### config.mk
export PLATFORM = sky130hd
export DESIGN_NAME = vend_order_driver_flat
export DESIGN_NICKNAME = d
export VERILOG_FILES = /design/src/rtl/vend_pkg.sv /design/src/rtl/vend_order_driver_if.sv /design/src/rtl/vend_coin_select.sv /design/src/rtl/vend_order_driver.sv /design/src/flat_wrapper.sv
export SDC_FILE = /design/constraint.sdc
export NUM_CORES = 1
export LEC_CHECK = 0
export BUFFER_PORTS_ARGS = -buffer_cell sky130_fd_sc_hd__buf_4
export CORE_ASPECT_RATIO = 1.2
export CORE_UTILIZATION = 40
export DETAILED_ROUTE_END_ITERATION = 6
export GPL_TIMING_DRIVEN = 0
export PLACE_DENSITY = 0.6
export REMOVE_ABC_BUFFERS = 1
export SYNTH_ARGS = -nofsm -noshare
export SYNTH_HDL_FRONTEND = slang
export SYNTH_HIERARCHICAL = 1
export SYNTH_SLANG_ARGS = --single-unit
### constraint.sdc
create_clock -name clk -period 10.65 [get_ports clk]
set_input_delay 3.195 -clock clk [delete_from_list [all_inputs] [get_ports clk]]
set_output_delay 3.195 -clock clk [all_outputs]
set_load 0.01 [all_outputs]
### src/rtl/vend_pkg.sv
// vend_pkg: drink codes, prices, coin values and status/state enums shared with the vending FSM
package vend_pkg;

    localparam logic [1:0] DRINK_NONE  = 2'b00;
    localparam logic [1:0] DRINK_WATER = 2'b01;
    localparam logic [1:0] DRINK_SODA  = 2'b11;

    localparam int PRICE_WATER = 30;
    localparam int PRICE_SODA  = 50;

    // Legal coins, largest first
    localparam int NUM_COINS = 5;
    localparam int COIN_VAL [NUM_COINS] = '{200, 100, 50, 20, 10};

    typedef enum logic [1:0] {
        ST_OK       = 2'd0,
        ST_TIMEOUT  = 2'd1,
        ST_REJECTED = 2'd2,
        ST_MISMATCH = 2'd3
    } status_t;

    typedef enum logic [2:0] {
        IDLE, CHECK, INSERT, GAP, PRESS, WAIT_BEV, WAIT_CHG, DONE
    } state_t;

    function automatic logic drink_ok(input logic [1:0] drink);
        return drink == DRINK_WATER || drink == DRINK_SODA;
    endfunction

    function automatic int price(input logic [1:0] drink);
        return drink == DRINK_SODA ? PRICE_SODA : PRICE_WATER;
    endfunction

endpackage

### src/rtl/vend_order_driver_if.sv
// vend_order_driver_if: order handshake, FSM-side coin/button/result wires and completion record
interface vend_order_driver_if #(parameter int W = 16);

    logic         order_valid;
    logic         order_ready;
    logic [1:0]   order_drink;
    logic [W-1:0] order_amount;
    logic [W-1:0] coin_in;
    logic [1:0]   button_in;
    logic [1:0]   beverage_out;
    logic [W-1:0] change_out;
    logic         done_valid;
    logic [1:0]   done_status;
    logic [1:0]   done_beverage;
    logic [W-1:0] done_change;

    // master: the order driver; slave: host plus vending FSM
    modport master (
        input  order_valid, order_drink, order_amount, beverage_out, change_out,
        output order_ready, coin_in, button_in,
               done_valid, done_status, done_beverage, done_change
    );

    modport slave (
        output order_valid, order_drink, order_amount, beverage_out, change_out,
        input  order_ready, coin_in, button_in,
               done_valid, done_status, done_beverage, done_change
    );

endinterface

### src/rtl/vend_coin_select.sv
// vend_coin_select: greedy largest legal coin not exceeding the remaining amount
module vend_coin_select
    import vend_pkg::*;
#(
    parameter int W = 16
) (
    input  logic [W-1:0] remaining,
    output logic [W-1:0] coin,
    output logic [W-1:0] remaining_next
);

    // Scan smallest to largest so the largest fitting coin wins
    always_comb begin
        coin = '0;
        for (int i = NUM_COINS - 1; i >= 0; i--)
            if (remaining >= W'(COIN_VAL[i])) coin = W'(COIN_VAL[i]);
    end

    assign remaining_next = remaining - coin;

endmodule

### src/rtl/vend_order_driver.sv
// vend_order_driver: plays one purchase order into the vending FSM and reports the outcome
module vend_order_driver
    import vend_pkg::*;
#(
    parameter int W        = 16,
    parameter int BEV_WAIT = 8,
    parameter int CHG_WAIT = 6
) (
    input logic                 clk,
    input logic                 rst,
    vend_order_driver_if.master bus
);

    localparam int CW = $clog2((BEV_WAIT > CHG_WAIT) ? BEV_WAIT : CHG_WAIT) + 1;

    state_t       state;
    logic [1:0]   drink;
    logic [W-1:0] amount;
    logic [W-1:0] remaining;
    logic [W-1:0] sel_in;
    logic [W-1:0] coin;
    logic [W-1:0] remaining_next;
    logic [CW-1:0] cnt;
    logic         reject;
    logic         fin;
    status_t      fin_status;
    logic [1:0]   fin_bev;
    logic [W-1:0] fin_chg;

    // The first coin is chosen from the latched amount while still in CHECK
    assign sel_in = (state == CHECK) ? amount : remaining;

    vend_coin_select #(.W(W)) u_coin_select (
        .remaining      (sel_in),
        .coin           (coin),
        .remaining_next (remaining_next)
    );

    assign reject = !drink_ok(drink) || (amount % W'(10)) != '0 || amount == '0 ||
                    amount < W'(price(drink));

    // Completion decision: which states finish this cycle and with what record.
    // The press cycle counts as cycle 0, so a timeout lands BEV_WAIT cycles after it.
    always_comb begin
        fin        = 1'b0;
        fin_status = ST_OK;
        fin_bev    = DRINK_NONE;
        fin_chg    = '0;
        case (state)
            CHECK: begin
                fin        = reject;
                fin_status = ST_REJECTED;
            end
            WAIT_BEV: begin
                if (bus.beverage_out == drink) begin
                    fin     = bus.change_out != '0;
                    fin_bev = drink;
                    fin_chg = bus.change_out;
                end else if (bus.beverage_out != DRINK_NONE) begin
                    fin        = 1'b1;
                    fin_status = ST_MISMATCH;
                    fin_bev    = bus.beverage_out;
                end else if (cnt == CW'(BEV_WAIT - 1)) begin
                    fin        = 1'b1;
                    fin_status = ST_TIMEOUT;
                end
            end
            WAIT_CHG: begin
                fin     = bus.change_out != '0 || cnt == CW'(CHG_WAIT - 1);
                fin_bev = drink;
                fin_chg = bus.change_out;
            end
            default: ;
        endcase
    end

    // Order sequencer with registered outputs
    always_ff @(posedge clk or negedge rst) begin
        if (!rst) begin
            state             <= IDLE;
            drink             <= DRINK_NONE;
            amount            <= '0;
            remaining         <= '0;
            cnt               <= '0;
            bus.order_ready   <= 1'b1;
            bus.coin_in       <= '0;
            bus.button_in     <= DRINK_NONE;
            bus.done_valid    <= 1'b0;
            bus.done_status   <= ST_OK;
            bus.done_beverage <= DRINK_NONE;
            bus.done_change   <= '0;
        end else begin
            bus.done_valid <= fin;
            if (fin) begin
                state             <= DONE;
                bus.done_status   <= fin_status;
                bus.done_beverage <= fin_bev;
                bus.done_change   <= fin_chg;
            end else begin
                case (state)
                    IDLE: if (bus.order_valid) begin
                        drink           <= bus.order_drink;
                        amount          <= bus.order_amount;
                        bus.order_ready <= 1'b0;
                        state           <= CHECK;
                    end
                    CHECK: begin
                        bus.coin_in <= coin;
                        remaining   <= remaining_next;
                        state       <= INSERT;
                    end
                    INSERT: begin
                        bus.coin_in <= coin;
                        remaining   <= remaining_next;
                        state       <= (remaining == '0) ? GAP : INSERT;
                    end
                    GAP: begin
                        bus.button_in <= drink;
                        state         <= PRESS;
                    end
                    PRESS: begin
                        bus.button_in <= DRINK_NONE;
                        cnt           <= CW'(1);
                        state         <= WAIT_BEV;
                    end
                    WAIT_BEV: begin
                        cnt   <= (bus.beverage_out == drink) ? '0 : cnt + 1'b1;
                        state <= (bus.beverage_out == drink) ? WAIT_CHG : WAIT_BEV;
                    end
                    WAIT_CHG: cnt <= cnt + 1'b1;
                    DONE: begin
                        bus.order_ready <= 1'b1;
                        state           <= IDLE;
                    end
                    default: state <= IDLE;
                endcase
            end
        end
    end

endmodule

### src/flat_wrapper.sv
// flat-port wrapper written by rule: the top's interface ports become plain ports
module vend_order_driver_flat import vend_pkg::*;
#(
    parameter int W        = 16,
    parameter int BEV_WAIT = 8,
    parameter int CHG_WAIT = 6
)
  (clk, rst, bus_order_valid, bus_order_drink, bus_order_amount, bus_beverage_out, bus_change_out, bus_order_ready, bus_coin_in, bus_button_in, bus_done_valid, bus_done_status, bus_done_beverage, bus_done_change);
  vend_order_driver_if #(.W(W)) bus_i ();
  input logic clk;
  input logic rst;
  input wire logic [$bits(bus_i.order_valid)-1:0] bus_order_valid;
  input wire logic [$bits(bus_i.order_drink)-1:0] bus_order_drink;
  input wire logic [$bits(bus_i.order_amount)-1:0] bus_order_amount;
  input wire logic [$bits(bus_i.beverage_out)-1:0] bus_beverage_out;
  input wire logic [$bits(bus_i.change_out)-1:0] bus_change_out;
  output wire logic [$bits(bus_i.order_ready)-1:0] bus_order_ready;
  output wire logic [$bits(bus_i.coin_in)-1:0] bus_coin_in;
  output wire logic [$bits(bus_i.button_in)-1:0] bus_button_in;
  output wire logic [$bits(bus_i.done_valid)-1:0] bus_done_valid;
  output wire logic [$bits(bus_i.done_status)-1:0] bus_done_status;
  output wire logic [$bits(bus_i.done_beverage)-1:0] bus_done_beverage;
  output wire logic [$bits(bus_i.done_change)-1:0] bus_done_change;
  assign bus_i.order_valid = bus_order_valid;
  assign bus_i.order_drink = bus_order_drink;
  assign bus_i.order_amount = bus_order_amount;
  assign bus_i.beverage_out = bus_beverage_out;
  assign bus_i.change_out = bus_change_out;
  assign bus_order_ready = bus_i.order_ready;
  assign bus_coin_in = bus_i.coin_in;
  assign bus_button_in = bus_i.button_in;
  assign bus_done_valid = bus_i.done_valid;
  assign bus_done_status = bus_i.done_status;
  assign bus_done_beverage = bus_i.done_beverage;
  assign bus_done_change = bus_i.done_change;
  vend_order_driver #(.W(W), .BEV_WAIT(BEV_WAIT), .CHG_WAIT(CHG_WAIT)) u_core (.clk(clk), .rst(rst), .bus(bus_i));
endmodule
After elaboration in Yosys (flattened, before gate mapping)
Cells that the tools add are included.

cells by class
  add/sub/neg operators = 2
  divide/modulo/power cells = 1
  $lt $le $gt $ge = 6
  equality and inequality tests = 14
  mux-type cells = 30
  bitwise logic cells = 1
  reductions and logical operators = 23

operator list
  operator                                                                   number
  16-bit 2-to-1 mux                                                          6
  16-bit zero test                                                           2
  16-bit one-hot mux with 2 select lines                                     1
  16-bit nonzero test                                                        2
  3-bit one-hot mux with 7 select lines                                      1
  16-bit by 4-bit >= comparator with 1-bit output (second input constant)    1
  16-bit by 5-bit >= comparator with 1-bit output (second input constant)    1
  16-bit by 6-bit >= comparator with 1-bit output (second input constant)    1
  16-bit by 7-bit >= comparator with 1-bit output (second input constant)    1
  16-bit by 8-bit >= comparator with 1-bit output (second input constant)    1
  16-bit less-than comparator                                                1
  16-bit by 4-bit remainder unit with 16-bit output (second input constant)  1
  16-bit subtractor                                                          1
  3-bit equality test (second input constant)                                4
  2-bit one-hot mux with 2 select lines                                      3
  4-bit one-hot mux with 3 select lines                                      1
  2-bit 2-to-1 mux                                                           5
  4-bit by 3-bit equality test with 1-bit output (second input constant)     2
  4-bit 2-to-1 mux                                                           2
  2-bit AND reduction                                                        4
  8-bit nonzero test                                                         1
  3-bit by 2-bit equality test with 1-bit output (second input constant)     2
  1-bit 2-to-1 mux                                                           6
  3-bit 2-to-1 mux                                                           2
  18 further kinds                                                           25

storage, ports and cells
  register bits = 81
  input port bits = 39
  output and inout port bits = 40
  logic and storage cells = 89

Depth between registers and ports, before layout
  word-level depth = 9
  depth in mapped cells = 22
  mapped depth without buffers = 19

Modules after synthesis
Netlist, hierarchy kept.

modules (own cells, without submodules)
  module             instances  cells an instance  area each (µm²)  sequential area each (µm²)
  vend_order_driver  1          656                5,881.9          2,028.2
  vend_coin_select   1          96                 691.9            0.0

Worst setup path before layout
OpenSTA, ideal clock, no wires.

  path kind = register to register
  from = register u_core.state[1]
  to = register u_core.remaining[11]
  library setup time = 0.126 ns
  arrival = 5.148 ns
  required time = 10.524 ns
  setup slack = 5.376 ns
  cell stages (with the launch flop) = 22
  buffers on the path = 2
  period minus slack after synthesis = 5.274 ns
  cells stage by stage = dfrtp_1 nand2b_1 clkbuf_1 nor2_1 clkbuf_1 mux2_2 nor4_4 nand2_2 or3_4 a211oi_1 o21a_1 ha_1 inv_1 fa_1 a211oi_1 nor2_1 o41a_1 nor4_1 xor2_1 nand2b_1 nor4_1 a311o_1

on the way
  longest elaborated chain between the ends = 9
  elaborated cells between the ends (all ways) = 20
  classes of those cells = add/sub: 1; order compare: 5; eq/ne: 4; mux: 7; bitwise: 1; reduce/logical: 2

RTL lines
  item                                              RTL line                  RTL
  from (decl)                                       vend_order_driver.sv:16   state_t state;
  from (signal assigned)                            vend_order_driver.sv:115  state <= (remaining == '0) ? GAP : INSERT;
  from (signal assigned)                            vend_order_driver.sv:128  state <= (bus.beverage_out == drink) ? WAIT_CHG : WAIT_BEV;
  3-bit by 1-bit equality test with 1-bit output *  vend_order_driver.sv:31   assign sel_in = (state == CHECK) ? amount : remaining;
  16-bit 2-to-1 mux *                               vend_order_driver.sv:31
  via u_core.sel_in[8]                              vend_order_driver.sv:20   logic [W-1:0] sel_in;
  16-bit by 4-bit >= comparator with 1-bit output   vend_coin_select.sv:16    if (remaining >= W'(COIN_VAL[i])) coin = W'(COIN_VAL[i]);
  4-bit 2-to-1 mux                                  vend_coin_select.sv:16
  16-bit 2-to-1 mux (3 in a row)                    vend_coin_select.sv:16
  16-bit 2-to-1 mux *                               vend_coin_select.sv:16
  via u_core.coin[1]                                vend_order_driver.sv:21   logic [W-1:0] coin;
  16-bit subtractor *                               vend_coin_select.sv:19    assign remaining_next = remaining - coin;
  via u_core.remaining_next[11]                     vend_order_driver.sv:22   logic [W-1:0] remaining_next;
  to (signal assigned)                              vend_order_driver.sv:109  remaining <= remaining_next;
  to (signal assigned)                              vend_order_driver.sv:114  remaining <= remaining_next;
  to (decl)                                         vend_order_driver.sv:19   logic [W-1:0] remaining;

The timed path passes the listed nets; every way through them passes the cells marked *.
A chain may end at the register's enable or synchronous reset.

Worst setup path in the final report
  from = register u_core.amount[14]
  to = register u_core.remaining[2]

on the way
  longest elaborated chain between the ends = 8
  elaborated cells between the ends (all ways) = 22
  classes of those cells = add/sub: 1; div: 1; order compare: 6; mux: 7; bitwise: 1; reduce/logical: 6

RTL lines
  item                                                                                           RTL line                                          RTL
  from (decl)                                                                                    vend_order_driver.sv:18                           logic [W-1:0] amount;
  from (signal assigned)                                                                         vend_order_driver.sv:103                          amount <= bus.order_amount;
  16-bit by 4-bit remainder unit with 16-bit output / 16-bit 2-to-1 mux (equally long branches)  vend_order_driver.sv:39, vend_order_driver.sv:31
  16-bit nonzero test / 16-bit by 4-bit >= comparator with 1-bit output (equally long branches)  vend_order_driver.sv:39, vend_coin_select.sv:16
  1-bit logical OR / 4-bit 2-to-1 mux (equally long branches)                                    vend_order_driver.sv:39, vend_coin_select.sv:16
  1-bit logical OR / 16-bit 2-to-1 mux (equally long branches) (2 in a row)                      vend_order_driver.sv:39, vend_coin_select.sv:16
  1-bit one-hot mux with 3 select lines / 16-bit 2-to-1 mux (equally long branches)              vend_order_driver.sv:49, vend_coin_select.sv:16
  1-bit NOT (no line) / 16-bit 2-to-1 mux (equally long branches)                                --
  2-bit AND reduction (no line) / 16-bit subtractor (equally long branches)                      --

Parallel ways exist; a longest one is shown, timed or not.

==> tab_implementation.tex <==
\begin{tabular}{lr}
\hline
Metric & Value \\
\hline
\multicolumn{2}{l}{\textbf{Flow run}} \\
Number of violations of the max-capacitance limit & 0 \\
\multicolumn{2}{l}{\textbf{Critical path}} \\
Startpoint type of the worst setup path & flop \\
Buffers \& Inverters on Critical Path & 1 \\
Reg-to-reg setup timing slack & 3.63 ns \\
Worst stage delay on the critical path & 0.89 ns \\
Endpoint of the worst-slack reg-to-reg timing path & u\_core/remaining[2] \\
Worst Path Required & 10.93 ns \\
Crit-path cells & nand2b\_1 -> xor2\_1 -> o221ai\_2 -> nor3\_1 -> a32oi\_1 -> o21ai\_1 -> or4\_1 -> nand4\_1 -> and4b\_1 -> or4\_1 -> a211o\_1 -> mux2\_2 -> o211a\_1 -> a221oi\_4 -> buf\_16 -> or4\_1 -> a311o\_1 \\
Worst path top cell family by delay & simple AND/OR/NAND/NOR gates \\
Most common cell type on the critical path & sky130\_fd\_sc\_hd\_\_or4\_1 \\
Max FO, Critical Path & 32 \\
Worst path arrival time & $\sim$7.3 ns \\
Reg-to-reg startpoint & u\_core/amount[14] \\
Type of the worst setup path & reg -> reg \\
Slowest cell on the critical path & sky130\_fd\_sc\_hd\_\_or4\_1 \\
Worst setup EP type & flop \\
Reg2Reg Depth & 17 \\
\multicolumn{2}{l}{\textbf{Die}} \\
X dimension of the die & 119 um \\
Initial cell density of the core & 0.415 \\
Number of ports placed on the die boundary & 79 \\
Floorplan die area & approximately 17,000 um\^{}2 \\
Die Y & 142 um \\
Core ar. & 15,800 um\^{}2 \\
Number of standard-cell rows in the floorplan & 50 \\
\multicolumn{2}{l}{\textbf{Place}} \\
Gp weighted congestion & approximately 0.86 \\
Worst Setup Slack post-DPL & roughly 3.7 ns \\
Placed standard-cell area & 7210 um\^{}2 \\
Count of input and output buffers & 78 \\
Placed wire-length estimate & 12,300 um \\
\multicolumn{2}{l}{\textbf{Clocking}} \\
Post-CTS setup-driven buffer insertion count & 0 \\
Clock slew seen by the registers of the worst setup and hold paths & 0.07 ns \\
CTS buffer count & 9 \\
Hold-fix buffers, CTS & 0 \\
H-tree level count & 3 \\
Resized cells post-CTS & 0 \\
Clock net sink count & 81 \\
CTS tree & yes \\
Worst-Skew Late Latency & 0.35 ns \\
Number of buffers on the longest clock path & 2 \\
Root cell of the clock tree & sky130\_fd\_sc\_hd\_\_clkbuf\_16 \\
\multicolumn{2}{l}{\textbf{STA}} \\
Total negative setup slack & 0 ns \\
Final setup vio count & 0 \\
Minimum clock period after layout & approximately 7 ns \\
Setup skew after layout & 0.00736 ns \\
Crit share post-route & 0.659 \\
Tightest Pin Transition & 1.36 ns \\
Worst Slack Setup Final & 3.63 ns \\
Worst-case headroom to the max-slew limit & 0.0939 \\
Final hold violation count & 0 \\
Maximum clock rate & 143 MHz \\
Number of slew-limit violations in the final report & 0 \\
Unrepaired setup endpoints after global routing & false \\
\multicolumn{2}{l}{\textbf{Finish}} \\
Post-route cell area & $\sim$7500 um\^{}2 \\
Number of filler cells placed in the layout & 1,511 \\
\# nets final & 833 \\
Core utilization of the finished layout & 0.477 \\
Share of post-route cells with drive strength above 1 & 0.210 \\
Area growth, synth to finish & 14.8\% \\
Area used by multi-input combinational logic & 4180 um\^{}2 \\
FF+latch area & 2030 um\^{}2 \\
Diodes inserted & 0 \\
\multicolumn{2}{l}{\textbf{Logic synthesis}} \\
Syn Std Cell Area & 6570 um\^{}2 \\
Top-area cell type share of the netlist area & 0.305 \\
Mapped Cells & $\sim$750 \\
Library cell with the largest summed area after synthesis & sky130\_fd\_sc\_hd\_\_dfrtp\_1 \\
Most frequent cell after synthesis & sky130\_fd\_sc\_hd\_\_dfrtp\_1 \\
Sequential element share of the synthesized area & 0.309 \\
Syn Area/Cell & just under 9 um\^{}2 \\
\#FFs+latches synth & 81 \\
Main area contributors after synthesis & sky130\_fd\_sc\_hd\_\_dfrtp\_1, sky130\_fd\_sc\_hd\_\_a311o\_1, sky130\_fd\_sc\_hd\_\_mux2\_2 \\
Flip-flop cell with the highest count after synthesis & sky130\_fd\_sc\_hd\_\_dfrtp\_1 \\
Asr flop ratio synth & 1.00 \\
Number of warnings reported in the yosys synthesis log & 6 \\
Distinct cell type count of the synthesized netlist & 97 \\
EDFF count, synth & 0 \\
List of most frequent post-synthesis cells & sky130\_fd\_sc\_hd\_\_dfrtp\_1, sky130\_fd\_sc\_hd\_\_nor2\_1, sky130\_fd\_sc\_hd\_\_nand2\_1 \\
\multicolumn{2}{l}{\textbf{Min path}} \\
Worst hold stages & 1 \\
Worst-case hold path end point & u\_core/bus.done\_beverage[0] \\
Hold path start & u\_core/bus.done\_beverage[0] \\
Worst min path class & reg -> reg \\
\multicolumn{2}{l}{\textbf{Drt}} \\
DR DRC count & 0 \\
Remaining antenna violation count after routing & 0 \\
DR pass1 iterations & 6 \\
Initial DRC Count & approximately 520 \\
Final routed wirelength across all metal layers & 18,000 um \\
Routed WL per cell & $\sim$18 um \\
Drt via density & between 6 and 7 \\
Routed vias & 6,167 \\
\multicolumn{2}{l}{\textbf{Status}} \\
Run status & finished clean \\
\multicolumn{2}{l}{\textbf{Global routing}} \\
Vias in the first global route & 6,020 \\
Largest net degree at the start of global routing & 82 \\
Antenna violations before repair & 0 \\
Wire length of the first global-routing pass & 29,900 um \\
Total global routing overflow & 0 \\
Overall fraction of global-route tracks in use & 0.217 \\
\hline
\end{tabular}
## sequential cells by signal, summed over array words and instances (netlist names), 2 cells and up
signal                    cells
u_core/bus.coin_in           16
u_core/bus.button_in          2
u_core/state                  3
u_core/bus.done_beverage      2
u_core/bus.done_change       16
u_core/cnt                    4
u_core/amount                16
u_core/bus.done_status        2
u_core/drink                  2
u_core/remaining             16
## metrics by stage
stage | hold WS, ns | instances
floorplan | 0.493 | 688
global placement | 0.494 | 974
detailed placement | 0.500 | 978
CTS | 0.518 | 994
global route | 0.536 | 994
finish | 0.515 | 994
## worst max path at each step
stage                           start                        end  depth (start not counted)
finish              u_core/amount[14]        u_core/remaining[2]                         17
global route        u_core/amount[10]     u_core/bus.coin_in[14]                         17
CTS                 u_core/amount[10]        u_core/remaining[2]                         17
detailed placement  u_core/amount[10]        u_core/remaining[2]                         17
global placement    u_core/amount[10]  u_core/bus.done_change[2]                         16
floorplan           u_core/amount[15]  u_core/bus.done_change[0]                         16
## cell type report
class                   instances  area share
multi-input cells             589       0.554
inverters                      18     0.00895
clock buffers                   9      0.0298
repair buffers                 82      0.0900
clock inverters                 7      0.0143
flip-flops and latches         81       0.269
well taps                     208      0.0345
## placed cells by master (no fill, tap or decap), types with 4 or more instances in the layout
master,instances
sky130_fd_sc_hd__inv_1,17
sky130_fd_sc_hd__nand4_1,9
sky130_fd_sc_hd__conb_1,9
sky130_fd_sc_hd__clkbuf_16,9
sky130_fd_sc_hd__a211o_1,5
sky130_fd_sc_hd__nor3_1,14
sky130_fd_sc_hd__or3_1,5
sky130_fd_sc_hd__nor4_1,45
sky130_fd_sc_hd__mux2i_1,6
sky130_fd_sc_hd__o21ai_0,30
sky130_fd_sc_hd__a21oi_1,26
sky130_fd_sc_hd__nand2_1,47
sky130_fd_sc_hd__a211oi_1,10
sky130_fd_sc_hd__a21o_1,7
sky130_fd_sc_hd__o21ai_1,7
sky130_fd_sc_hd__nand3b_1,4
sky130_fd_sc_hd__mux2_2,27
sky130_fd_sc_hd__nor2b_1,7
sky130_fd_sc_hd__a32o_1,17
sky130_fd_sc_hd__and2_1,5
sky130_fd_sc_hd__o211ai_1,7
sky130_fd_sc_hd__buf_4,78
sky130_fd_sc_hd__o31ai_1,4
sky130_fd_sc_hd__nor2_1,75
sky130_fd_sc_hd__nand2b_1,37
sky130_fd_sc_hd__xnor2_1,8
sky130_fd_sc_hd__ha_1,12
sky130_fd_sc_hd__o2111ai_1,4
sky130_fd_sc_hd__a311o_1,32
sky130_fd_sc_hd__dfrtp_1,80
sky130_fd_sc_hd__xor2_1,7
sky130_fd_sc_hd__a31o_1,4
sky130_fd_sc_hd__o21a_1,8
sky130_fd_sc_hd__or4_1,7
sky130_fd_sc_hd__nor3b_1,4
sky130_fd_sc_hd__nand3_1,14
## metal layers
metal  global-route usage  vias up  wire length (um)
met1                0.267     3044              7750
li1                     -     2913                 -
met4               0.0819        0               359
met3               0.0329       22               877
met5                    0        -                 0
met2                0.381      188              9010
## cell families after synthesis
group | after synthesis | share of synthesized area
fa+ha+maj | 14 | 0.0274
compound gates | 215 | 0.270
mux | 33 | 0.0554
xor+xnor | 15 | 0.0200
simple gates | 303 | 0.253
flops | 81 | 0.309
buf+inv | 90 | 0.0660
other cells | 1 | 0.000570
Power is not shown: default switching activity piles up to over one toggle a cycle in this logic, so the estimate is an artifact.
